**src/rtl/bp_resolve_queue.sv**
```systemverilog
// Branch resolve queue: holds in-flight perceptron predictions in program
// order, checks each against the execute-stage outcome and produces a
// registered redirect/flush plus a registered perceptron training packet.
//
// Handshake: a record is accepted on a rising edge when push=1 and either the
// queue is not full or a pop happens in the same cycle (and that pop does not
// flush). A record is popped when res_valid=1 and the queue is not empty.
// Every result output is registered, so it appears one cycle after the pop.
module bp_resolve_queue #(
    parameter int DEPTH  = 4,
    parameter int W_BITS = 8,
    parameter int THETA  = 37
) (
    input  logic              clk,
    input  logic              rst,
    input  logic              push,
    input  logic [31:0]       push_pc,
    input  logic              push_taken,
    input  logic [W_BITS-1:0] push_y,
    input  logic [31:0]       push_target,
    output logic              full,
    output logic              empty,
    input  logic              res_valid,
    input  logic [31:0]       res_pc,
    input  logic              res_br_en,
    input  logic [31:0]       res_target,
    output logic              redirect,
    output logic [31:0]       redirect_pc,
    output logic              train_valid,
    output logic [31:0]       train_pc,
    output logic              train_taken,
    output logic [W_BITS-1:0] train_y,
    output logic              ghr_shift,
    output logic              seq_err,
    output logic [15:0]       br_count,
    output logic [15:0]       mispred_count
);

    localparam int PW = (DEPTH > 1) ? $clog2(DEPTH) : 1;
    localparam logic [PW:0] C_FULL = (PW + 1)'(DEPTH);
    localparam logic [W_BITS:0] C_THETA = (W_BITS + 1)'(THETA);

    // Record storage; contents after reset are don't-care.
    logic [31:0]       r_pc_mem  [DEPTH];
    logic              r_tk_mem  [DEPTH];
    logic [W_BITS-1:0] r_y_mem   [DEPTH];
    logic [31:0]       r_tgt_mem [DEPTH];

    logic [PW-1:0] r_head;
    logic [PW-1:0] r_tail;
    logic [PW:0]   r_count;

    logic              w_pop;
    logic              w_pc_ok;
    logic              w_good_pop;
    logic              w_mispred;
    logic              w_flush;
    logic              w_push_acc;
    logic              w_seq_bad;
    logic [31:0]       w_h_pc;
    logic              w_h_tk;
    logic [W_BITS-1:0] w_h_y;
    logic [31:0]       w_h_tgt;
    logic [W_BITS:0]   w_y_ext;
    logic [W_BITS:0]   w_y_mag;
    logic              w_small_y;

    assign full  = (r_count == C_FULL);
    assign empty = (r_count == '0);

    assign w_h_pc  = r_pc_mem[r_head];
    assign w_h_tk  = r_tk_mem[r_head];
    assign w_h_y   = r_y_mem[r_head];
    assign w_h_tgt = r_tgt_mem[r_head];

    // A PC mismatch still consumes the head but produces no result.
    assign w_pop      = res_valid && !empty;
    assign w_pc_ok    = (w_h_pc == res_pc);
    assign w_good_pop = w_pop && w_pc_ok;
    assign w_seq_bad  = res_valid && (empty || !w_pc_ok);

    assign w_mispred = (w_h_tk != res_br_en) || (res_br_en && (w_h_tgt != res_target));
    assign w_flush   = w_good_pop && w_mispred;

    // A push in a flushing cycle is younger than the branch, so it is lost.
    assign w_push_acc = push && (!full || w_pop) && !w_flush;

    // Magnitude is one bit wider so the most-negative y does not wrap.
    assign w_y_ext   = {w_h_y[W_BITS-1], w_h_y};
    assign w_y_mag   = w_y_ext[W_BITS] ? (~w_y_ext + 1'b1) : w_y_ext;
    assign w_small_y = (w_y_mag < C_THETA);

    // Write accepted records at the tail slot.
    always_ff @(posedge clk) begin
        if (w_push_acc) begin
            r_pc_mem[r_tail]  <= push_pc;
            r_tk_mem[r_tail]  <= push_taken;
            r_y_mem[r_tail]   <= push_y;
            r_tgt_mem[r_tail] <= push_target;
        end
    end

    // Pointer and occupancy update; a flush empties the queue behind the head.
    always_ff @(posedge clk or negedge rst) begin
        if (!rst) begin
            r_head  <= '0;
            r_tail  <= '0;
            r_count <= '0;
        end else if (w_flush) begin
            r_head  <= r_head + 1'b1;
            r_tail  <= r_head + 1'b1;
            r_count <= '0;
        end else begin
            if (w_pop)      r_head <= r_head + 1'b1;
            if (w_push_acc) r_tail <= r_tail + 1'b1;
            case ({w_push_acc, w_pop})
                2'b10:   r_count <= r_count + 1'b1;
                2'b01:   r_count <= r_count - 1'b1;
                default: r_count <= r_count;
            endcase
        end
    end

    // Registered resolve results: pulses for one cycle, data held between pops.
    always_ff @(posedge clk or negedge rst) begin
        if (!rst) begin
            redirect      <= 1'b0;
            redirect_pc   <= '0;
            train_valid   <= 1'b0;
            train_pc      <= '0;
            train_taken   <= 1'b0;
            train_y       <= '0;
            ghr_shift     <= 1'b0;
            seq_err       <= 1'b0;
            br_count      <= '0;
            mispred_count <= '0;
        end else begin
            redirect    <= w_flush;
            train_valid <= w_good_pop && (w_mispred || w_small_y);
            ghr_shift   <= w_good_pop;
            if (w_seq_bad) seq_err <= 1'b1;
            if (w_good_pop) begin
                redirect_pc <= res_br_en ? res_target : (w_h_pc + 32'd4);
                train_pc    <= w_h_pc;
                train_taken <= res_br_en;
                train_y     <= w_h_y;
                if (br_count != 16'hFFFF) br_count <= br_count + 16'd1;
                if (w_mispred && (mispred_count != 16'hFFFF))
                    mispred_count <= mispred_count + 16'd1;
            end
        end
    end

endmodule

```
**config.mk**
```make
export PLATFORM = sky130hd
export DESIGN_NAME = bp_resolve_queue
export DESIGN_NICKNAME = d
export VERILOG_FILES = /design/src/rtl/bp_resolve_queue.sv
export SDC_FILE = /design/constraint.sdc
export NUM_CORES = 1
export LEC_CHECK = 0
export BUFFER_PORTS_ARGS = -buffer_cell sky130_fd_sc_hd__buf_2
export CAP_MARGIN = 20
export CELL_PAD_IN_SITES_DETAIL_PLACEMENT = 1
export CELL_PAD_IN_SITES_GLOBAL_PLACEMENT = 2
export CORE_MARGIN = 1
export CORE_UTILIZATION = 41
export CTS_CLUSTER_DIAMETER = 60
export DETAILED_ROUTE_END_ITERATION = 6
export PLACE_DENSITY_LB_ADDON = 0.08
export REMOVE_ABC_BUFFERS = 1
export SLEW_MARGIN = 10
export SYNTH_ARGS = -nofsm -noshare
export SYNTH_HDL_FRONTEND = slang
export SYNTH_SLANG_ARGS = --single-unit
```
**constraint.sdc**
```tcl
create_clock -name clk -period 7.66 [get_ports clk]
set_clock_uncertainty 0.1 [all_clocks]
set_input_delay 1.532 -clock clk [delete_from_list [all_inputs] [get_ports clk]]
set_output_delay 1.532 -clock clk [all_outputs]
set_load 0.01 [all_outputs]
```
Word-level counts from Yosys, hierarchy flattened --
Memories as Yosys holds them, arrays and structs flattened. Cells that the tools add are included.
Storage, ports and cells: memories 4, RAM bits 292, bits of input ports 142, logic and storage cells 68, output and inout bits 111, flip-flop bits (word level) 116
Memories:
- r_pc_mem | depth 4, bits a word 32, rd ports 1, clocked after Yosys merged registers in 0, wr ports 1, RTL line 44 | logic [31:0] r_pc_mem [DEPTH];
- r_tgt_mem | depth 4, bits a word 32, rd ports 1, clocked after Yosys merged registers in 0, wr ports 1, RTL line 47 | logic [31:0] r_tgt_mem [DEPTH];
- r_y_mem | depth 4, bits a word 8, rd ports 1, clocked after Yosys merged registers in 0, wr ports 1, RTL line 46 | logic [W_BITS-1:0] r_y_mem [DEPTH];
- r_tk_mem | depth 4, bits a word 1, rd ports 1, clocked after Yosys merged registers in 0, wr ports 1, RTL line 45 | logic r_tk_mem [DEPTH];
Cells by class: bitwise operators 1, equal/unequal tests 8, multiplexer cells 10, add/sub/neg operators 8, reduce and logical (&&, ||, !) cells 23, $lt $le $gt $ge 1
Operator list (number):
- $add 16x1->16 const B | 2
- $add 32x3->32 const B | 1
- $eq 32x32->1 | 1
- $mux 32 | 1
- $ne 16x16->1 const B | 2
- $ne 32x32->1 | 1
- $add 9x1->9 const B | 1
- $logic_and 1x1->1 | 9
- $lt 9x6->1 const B | 1
- $mux 9 | 1
- $not 9->9 | 1
- $mux 2 | 4
- $pmux 3 s2 | 1
- $add 2x1->2 const B | 2
- $logic_not 1->1 | 4
- $logic_or 1x1->1 | 4
- $reduce_and 2->1 | 2
- $reduce_bool 2->1 | 2
- $add 3x1->3 const B | 1
- $eq 3x3->1 const B | 1
- $logic_not 3->1 | 1
- $mux 3 | 1
- $reduce_bool 3->1 | 1
- $sub 3x1->3 const B | 1
- 4 further kinds | 5

Longest topological paths before layout --
Gate-level depths: netlist of run 1.
word-level depth 10, mapped depth 20, depth with buffers taken out 14

Least setup slack after synthesis of run 1 --
Ideal clock, no wire load.
path type input-to-reg, start point input res_target[10], end point memory r_pc_mem[0][0], enable pin, arrival 5168 ps, path slack 1953 ps, path buffers 1, data required time 7121 ps, library setup time 439 ps, stages on the path 9, cells stage by stage inv_1 -> o22ai_1 -> or4b_2 -> a221oi_1 -> nand4_1 -> nand4bb_1 -> clkbuf_1 -> nor2b_1 -> and2_1
Between the ends: longest elaborated chain between the ends 8
Ends and longest elaborated chain:
- start, declared | RTL line 26 | input logic [31:0] res_target,
- $ne 32x32->1 | RTL line 82 | assign w_mispred = (w_h_tk != res_br_en) || (res_br_en && (w_h_tgt != res_target));
- $logic_and 1x1->1 | RTL line 82
- $logic_or 1x1->1 | RTL line 82
- $logic_and 1x1->1 | RTL line 83 | assign w_flush = w_good_pop && w_mispred;
- $logic_not 1->1 | RTL line 86 | assign w_push_acc = push && (!full || w_pop) && !w_flush;
- $logic_and 1x1->1 | RTL line 86
- $mux 1 | RTL line 95 | if (w_push_acc) begin
- $mux 1 (implied by the code) | RTL line 96 | r_pc_mem[r_tail] <= push_pc;
- end, declared | RTL line 44
No other way between the ends.

Worst setup path after layout of run 1 --
start point register r_head[0], end point memory r_tgt_mem[3][8], enable pin
Between the ends: longest elaborated chain between the ends 9, elaborated cells on any way between the ends 14, classes of those cells 3 x eq/ne; 2 x mux; 6 x reduce/logical; 3 x memory
Ends and longest elaborated chain:
- start, declared | RTL line 49 | logic [PW-1:0] r_head;
- start signal, assigned | RTL line 110 | r_head <= r_head + 1'b1;
- start signal, assigned | RTL line 114 | if (w_pop) r_head <= r_head + 1'b1;
- $mem_v2 4x32
- $ne 32x32->1 | RTL line 82
- $logic_and 1x1->1 | RTL line 82
- $logic_or 1x1->1 | RTL line 82
- $logic_and 1x1->1 * | RTL line 83
- $logic_not 1->1 * | RTL line 86
- $logic_and 1x1->1 * | RTL line 86
- $mux 1 * | RTL line 95
- $mux 1 (implied by the code) * | RTL line 99 | r_tgt_mem[r_tail] <= push_target;
- end, declared | RTL line 47
Every way passes the cells marked *; elsewhere a longest branch is shown, timed or not.

==> run metrics, run 1 <==
fill cell count 4147; final worst path period share around 72%; r2r setup slk roughly 2100 ps; Hold Crit Class reg -> reg; layout net count 1549; Hold-fix buffers, CTS 0; H-tree depth 2; reg2reg start r_head[0]; gr ovfl total 0; critical path class reg -> reg; count leader, synth edfxtp_1; Total GRT Usage 23.1%; vias in the first global route 11214; CTS root buf clkbuf_16; RSZ-0062 raised after global routing no; critical path startpoint category flip-flop; worst r2r path cells 10; library cells used by synthesis 66; final WL 49.1 mm; Setup TNS Final 0 ps; total core area 41900 um^2; crit path to r_tgt_mem[3][8]; top cell type's share of synthesized area 50.5%; Initial Utilization 41.5%; Mean Syn Cell Area between 15 and 20 um^2; minimum clock period 5540 ps; P per Cell Area 351 nW/um^2; Pre-antenna DRT Iters 5; Pleak 8.40 nW; Reg clk slew, reported paths about 60 ps; CTS tree done; DRC 0; placed inst area 19200 um^2; RePlAce Congestion 0.792; total CTS buffers 47; cell area after synthesis 17400 um^2; main flop type after synthesis edfxtp_1; die area approximately 43000 um^2; later-pin clock latency in the skew report between 500 and 600 ps; Slew HR approximately 25%; Worst setup EP type flip-flop; die width 208 um; Synth Register Bits between 400 and 500; Final Hold Fails 0; pre-CTS setup slack roughly 2000 ps; Max-cap violations 0; Row Count 75; dpl hpwl 34.4 mm; post-layout util about half; fin. max-slew vios 0; Post-Layout Inst Area 20900 um^2; # setup viols final 0; Top Ports between 200 and 300; cell taking the most area after synthesis edfxtp_1; Peak VDD IR 0.000207 V; Clock Sinks 408; maximum fanout along the worst path 41; Area growth syn-to-layout 20.5%; Die Y-Extent 208 um; post-route ant nets 0; first-pass GRT wire length between 70 and 80 mm; PortBufs 252; EDFF count, synth approximately 290; post-synthesis sequential area ratio 67.2%; Vias per Instance ~5.3; Top Layer Used met4; synth warn 0; worst endpoint required time 7870 ps; Worst Tran Pin Value 1130 ps; wire length per cell between 20 and 25 um; worst setup margin 2120 ps; Critical Path Source r_head[0]; met3 wire len 1.97 mm; Max clock buf depth 3; DR vias 10563; asr flop ratio synth between 20 and 30%; Gates resized, CTS repair 0; CP arrival 5750 ps; met1 wire length 22.2 mm; commonest cells in the netlist 292 x edfxtp_1, 116 x dfrtp_1, 110 x nand2_1; setup repair bufs after CTS 0; share of cells above drive strength 1 30.8%; reg2reg end r_tgt_mem[3][8]; largest net degree at the start of global routing 85; initial antenna violation count 2; status finished clean; Synth area leaders edfxtp_1 50%, dfrtp_1 17%, mux4_2 8.2%, xnor2_1 4.0%, mux2i_1 2.4%; Fin Hold WS between 300 and 400 ps; fmax 181 MHz; cell count after synthesis 1128; DRT iter0 DRCs 670; met2 WL roughly 24 mm
## layout by cell type, fill, tap and decap left out, types with 8 or more instances in the layout
master,Yosys,routed
inv_1,20,20
nor3_1,15,15
xor2_1,32,32
o21ai_1,38,38
xnor2_1,79,79
dfrtp_1,116,114
buf_4,4,14
mux4_2,63,63
ha_1,8,8
edfxtp_1,292,292
o21ai_0,11,11
clkbuf_8,0,9
bufinv_16,0,8
nand4_1,21,21
mux2i_1,42,42
nor2_1,50,50
a21oi_1,27,27
nand3_1,20,20
buf_2,11,251
and3_1,8,8
mux2_2,13,13
clkinv_2,0,10
clkbuf_16,0,48
mux2_1,27,27
nand2_1,110,110
## kinds of logic (layout without fill, tap and decap cells)
logic type	count (synthesis)	in the layout	synth area share [%]
DFF	408	408	67.2
and+or+nand+nor	272	272	7.61
muxes	145	145	13.2
AOI/OAI and AO/OA	112	112	3.88
xor gates and xnor gates	111	111	5.60
buffers and inverters	71	378	1.87
adders and majority gates	9	9	0.691
other	0	2	0
## worst min path at each step
stage / end / cells after the start / slack (ps) / start
2_1_floorplan: seq_err / 1 / 400 / seq_err
3_3_place_gp: redirect_pc[27] / 2 / 360 / redirect_pc[27]
3_5_place_dp: seq_err / 1 / 360 / seq_err
4_1_cts: seq_err / 1 / 380 / seq_err
5_1_grt: seq_err / 1 / 400 / seq_err
6_report: seq_err / 1 / 370 / seq_err
## flip-flops by register name, summed over array words and instances, names as in the netlist
name and count:
r_tk_mem 4, redirect 1, r_count 3, train_valid 1, r_pc_mem 128, train_pc 32
r_head 2, seq_err 1, r_tgt_mem 128, ghr_shift 1, train_taken 1, r_y_mem 32
redirect_pc 32, br_count 16, r_tail 2, mispred_count 16, train_y 8
## report_power, final
part	leakage, nW	internal [mW]	switching (mW)
Clock	0.839	1.51	0.911
Combinational	3.29	0.844	1.15
Sequential	4.27	2.73	0.203
## through the flow
stage               total power, mW  instances
floorplan                      4.35       1081
finish                         7.35       1976
global route                   7.68       1975
CTS                            7.45       1974
global placement               4.98       1888
detailed placement             5.01       1888
## routing by layer
| metal | GRT usage, % | vias to the layer above |
|---|---|---|
| met2 | 37.2 | 257 |
| met1 | 32.0 | 5446 |
| met4 | 6.82 | 0 |
| li1 | - | 4797 |
| met3 | 4.16 | 63 |
| met5 | 0 | - |
## area by class of cell
class / instances / area [um^2] / area share, %
flip-flops and latches: 408 / 11700 / 55.8
multi-input cells: 649 / 5390 / 25.7
repair buffers: 268 / 1410 / 6.75
clock buffers: 64 / 1350 / 6.45
well taps: 539 / 674 / 3.22
clock inverters: 22 / 340 / 1.63
inverters: 24 / 90.1 / 0.430
diodes: 2 / 5.00 / 0.0239
## critical path: stages, from the launching register on
cell and delay (ps):
dfrtp_4 930, buf_12 380, mux4_2 640, xnor2_1 370
nand4_1 110, or4_1 600, or2_0 300, nand4bb_1 610
nor2b_1 400, and2_4 430, buf_4 350
(Power assumes the default switching activity.)
==> run 2, diff against run 1 <==
Settings changed: CORE_UTILIZATION 41 to 37.
Clock period 7.66 ns to 4.8 ns, I/O delays scaled along.
==> run 2 against run 1 <==
Effect of this change: global-route usage is 1.2 points lower; core utilization is 4.3 points lower; routed wire length is 4.8% higher; worst hold slack worse by 64 ps; count of clock-buffer cells in the layout is 5 lower; worst setup slack worse by 1900 ps; non-clock buffer count is 27 higher; critical endpoint is now r_pc_mem[0][16]; largest cell class unchanged.
==> run metrics, run 2 (synthesis results as in run 1) <==
total power 11.9 mW (+61%); fin. max-slew vios 0 (unchanged); Initial Utilization 37.4% (-4.1 points); first-pass GRT wire length 75.6 mm (+3.2%); reg2reg end r_pc_mem[0][16]; crit-path cells buf_4 > mux2_2 > a222oi_1 > nand4_1 > a211oi_1 > nand4_1 > nand4bb_1 > nor2b_1 > and2_4 > buf_12; dpl hpwl 36.8 mm (+7.0%); vias in the first global route 11543 (+2.9%); total CTS buffers 49 (+4.3%); reg2reg start r_head[1]; Area growth syn-to-layout 22.4%; total core area 46500 um^2 (+11%); r2r setup slk 230 ps (-1890 ps); Final Hold Fails 0 (unchanged); layout net count 1578 (+1.9%); RePlAce Congestion 0.801 (+1.0%); Die Y-Extent 219 um (+5.2%); P per Cell Area 558 nW/um^2 (+59%); initial antenna violation count 6 (+4); Internal Pwr Total 8.13 mW (+60%); sw frac 31.4% (+0.66 points); Top Ports 253 (unchanged); multi-input logic area 5390 um^2 (unchanged); final worst path period share 95.1% (+23 points); DRT iter0 DRCs 628 (-6.3%); CTS tree done; Reg power frac 38.9% (-1.1 points); FF/Latch Area 11700 um^2 (unchanged); most used cell, CP nand4_1; post-route ant nets 0 (unchanged); wire length per cell 24.8 um (-0.23%); worst r2r path cells 10 (unchanged); CP arrival 4730 ps (-1020 ps); worst endpoint required time 4960 ps (-2910 ps); RSZ-0062 raised after global routing no; worst setup margin 234 ps (-1890 ps); Comb pwr share 29.7% (+2.6 points); H-tree depth 2 (unchanged); Slew HR 35.8% (+11 points); Reg clk slew, reported paths 60 ps (about the same); post-layout util 45.8% (-4.3 points); Pleak 8.50 nW (+1.3%); dpl cells 1983 (+5.0%); fmax 219 MHz (+21%); largest stage delay on the critical path 810 ps (-120 ps); gr ovfl total 0 (unchanged); critical path's top delay family simple AND/OR/NAND/NOR gates; setup repair bufs after CTS 0 (unchanged); Vias per Instance 5.19 (-2.9%); Worst Tran Pin Value 953 ps (-173 ps); Worst setup EP type flip-flop; die width 219 um (+5.2%); maximum fanout along the worst path 37 (-9.8%); Buf/Inv on CP 2 (unchanged); Row Count 79 (+5.3%); minimum clock period 4570 ps (-974 ps); net switching power 3.73 mW (+65%); DRC 0 (unchanged); Gates resized, CTS repair 0 (unchanged); CTS root buf clkbuf_16; DR vias 10771 (+2.0%); clock power share 31.3% (-1.6 points); most common cell after layout, fill and taps aside edfxtp_1; later-pin clock latency in the skew report 580 ps (about the same); non-filler instance count after layout 2076 (+5.1%); Hold Crit Class in -> async; Clock Sinks 408 (unchanged); PortBufs 252 (unchanged); Hold-fix buffers, CTS 0 (unchanged); Max clock buf depth 3 (unchanged); largest net degree at the start of global routing 65 (-24%); Regs by FF count r_pc_mem: 128 flops, r_tgt_mem: 128 flops; fill cell count 4738 (+14%); Pre-antenna DRT Iters 4 (-1); critical path class reg -> reg; critical path startpoint category flip-flop; final WL 51.5 mm (+4.8%); CP max-delay cell dfrtp_4; Peak VDD IR 0.000244 V (+18%); status finished clean; commonest non-fill, non-tap cells in the layout 292 x edfxtp_1, 251 x buf_2, 114 x dfrtp_1; # setup viols final 0 (unchanged); die area 47800 um^2 (+11%); Total GRT Usage 21.9% (-1.2 points); share of cells above drive strength 1 31.7% (+0.90 points); Max-cap violations 0 (unchanged); pre-CTS setup slack 215 ps (-1730 ps)
run 2: cell types whose count changed in the layout (fill, tap and decap cells not counted):
cell / before / now
clkinv_2: 10 / 8
inv_8: 0 / 1
clkbuf_1: 7 / 9
buf_12: 2 / 11
inv_6: 1 / 5
clkbuf_8: 9 / 1
buf_4: 14 / 32
clkbuf_16: 48 / 49
bufinv_16: 8 / 6
clkinv_8: 2 / 0
clkinvlp_4: 0 / 4
clkinv_1: 1 / 8
run 2: per-layer routing:
layer / track usage, % / up-vias / share of wire, %
met3: 3.80 / 62 / 4.6
met5: 0 / - / 0.082
met4: 6.27 / 6 / 1.9
met2: 36.4 / 264 / 50
met1: 29.3 / 5573 / 44
li1: - / 4866 / -
run 2: power by group through the flow:
stage	logic, mW	clock network [mW]	registers [mW]
finish	3.52	3.72	4.62
detailed placement	3.59	0	4.69
floorplan	2.14	0	4.81
CTS	3.60	3.82	4.63
global placement	3.56	0	4.67
global route	3.80	3.94	4.66
run 2: layout make-up:
cell class              count  share of cell area, %
flip-flops and latches    408                   54.9
multi-input cells         649                   25.3
repair buffers            295                   8.13
clock buffers              59                   5.99
well taps                 607                   3.57
clock inverters            32                   1.60
inverters                  24                  0.424
diodes                      2                 0.0235
run 2: through the flow:
step	hold WS (ps)	setup TNS [ps]	area, um^2
floorplan	404	-818250	17100
global placement	351	0	19600
detailed placement	367	0	19600
CTS	332	0	21300
global route	356	0	21300
finish	302	0	21300
run 2: worst max-delay path by stage:
stage | cells after the start | endpoint | startpoint
detailed placement | 10 | r_tgt_mem[1][0] | r_head[1]
finish | 10 | r_pc_mem[0][16] | r_head[1]
CTS | 10 | r_tgt_mem[1][18] | r_head[1]
global route | 15 | r_count[2] | r_head[1]
floorplan | 8 | r_pc_mem[0][0] | r_head[0]
global placement | 10 | r_tgt_mem[1][17] | r_head[1]
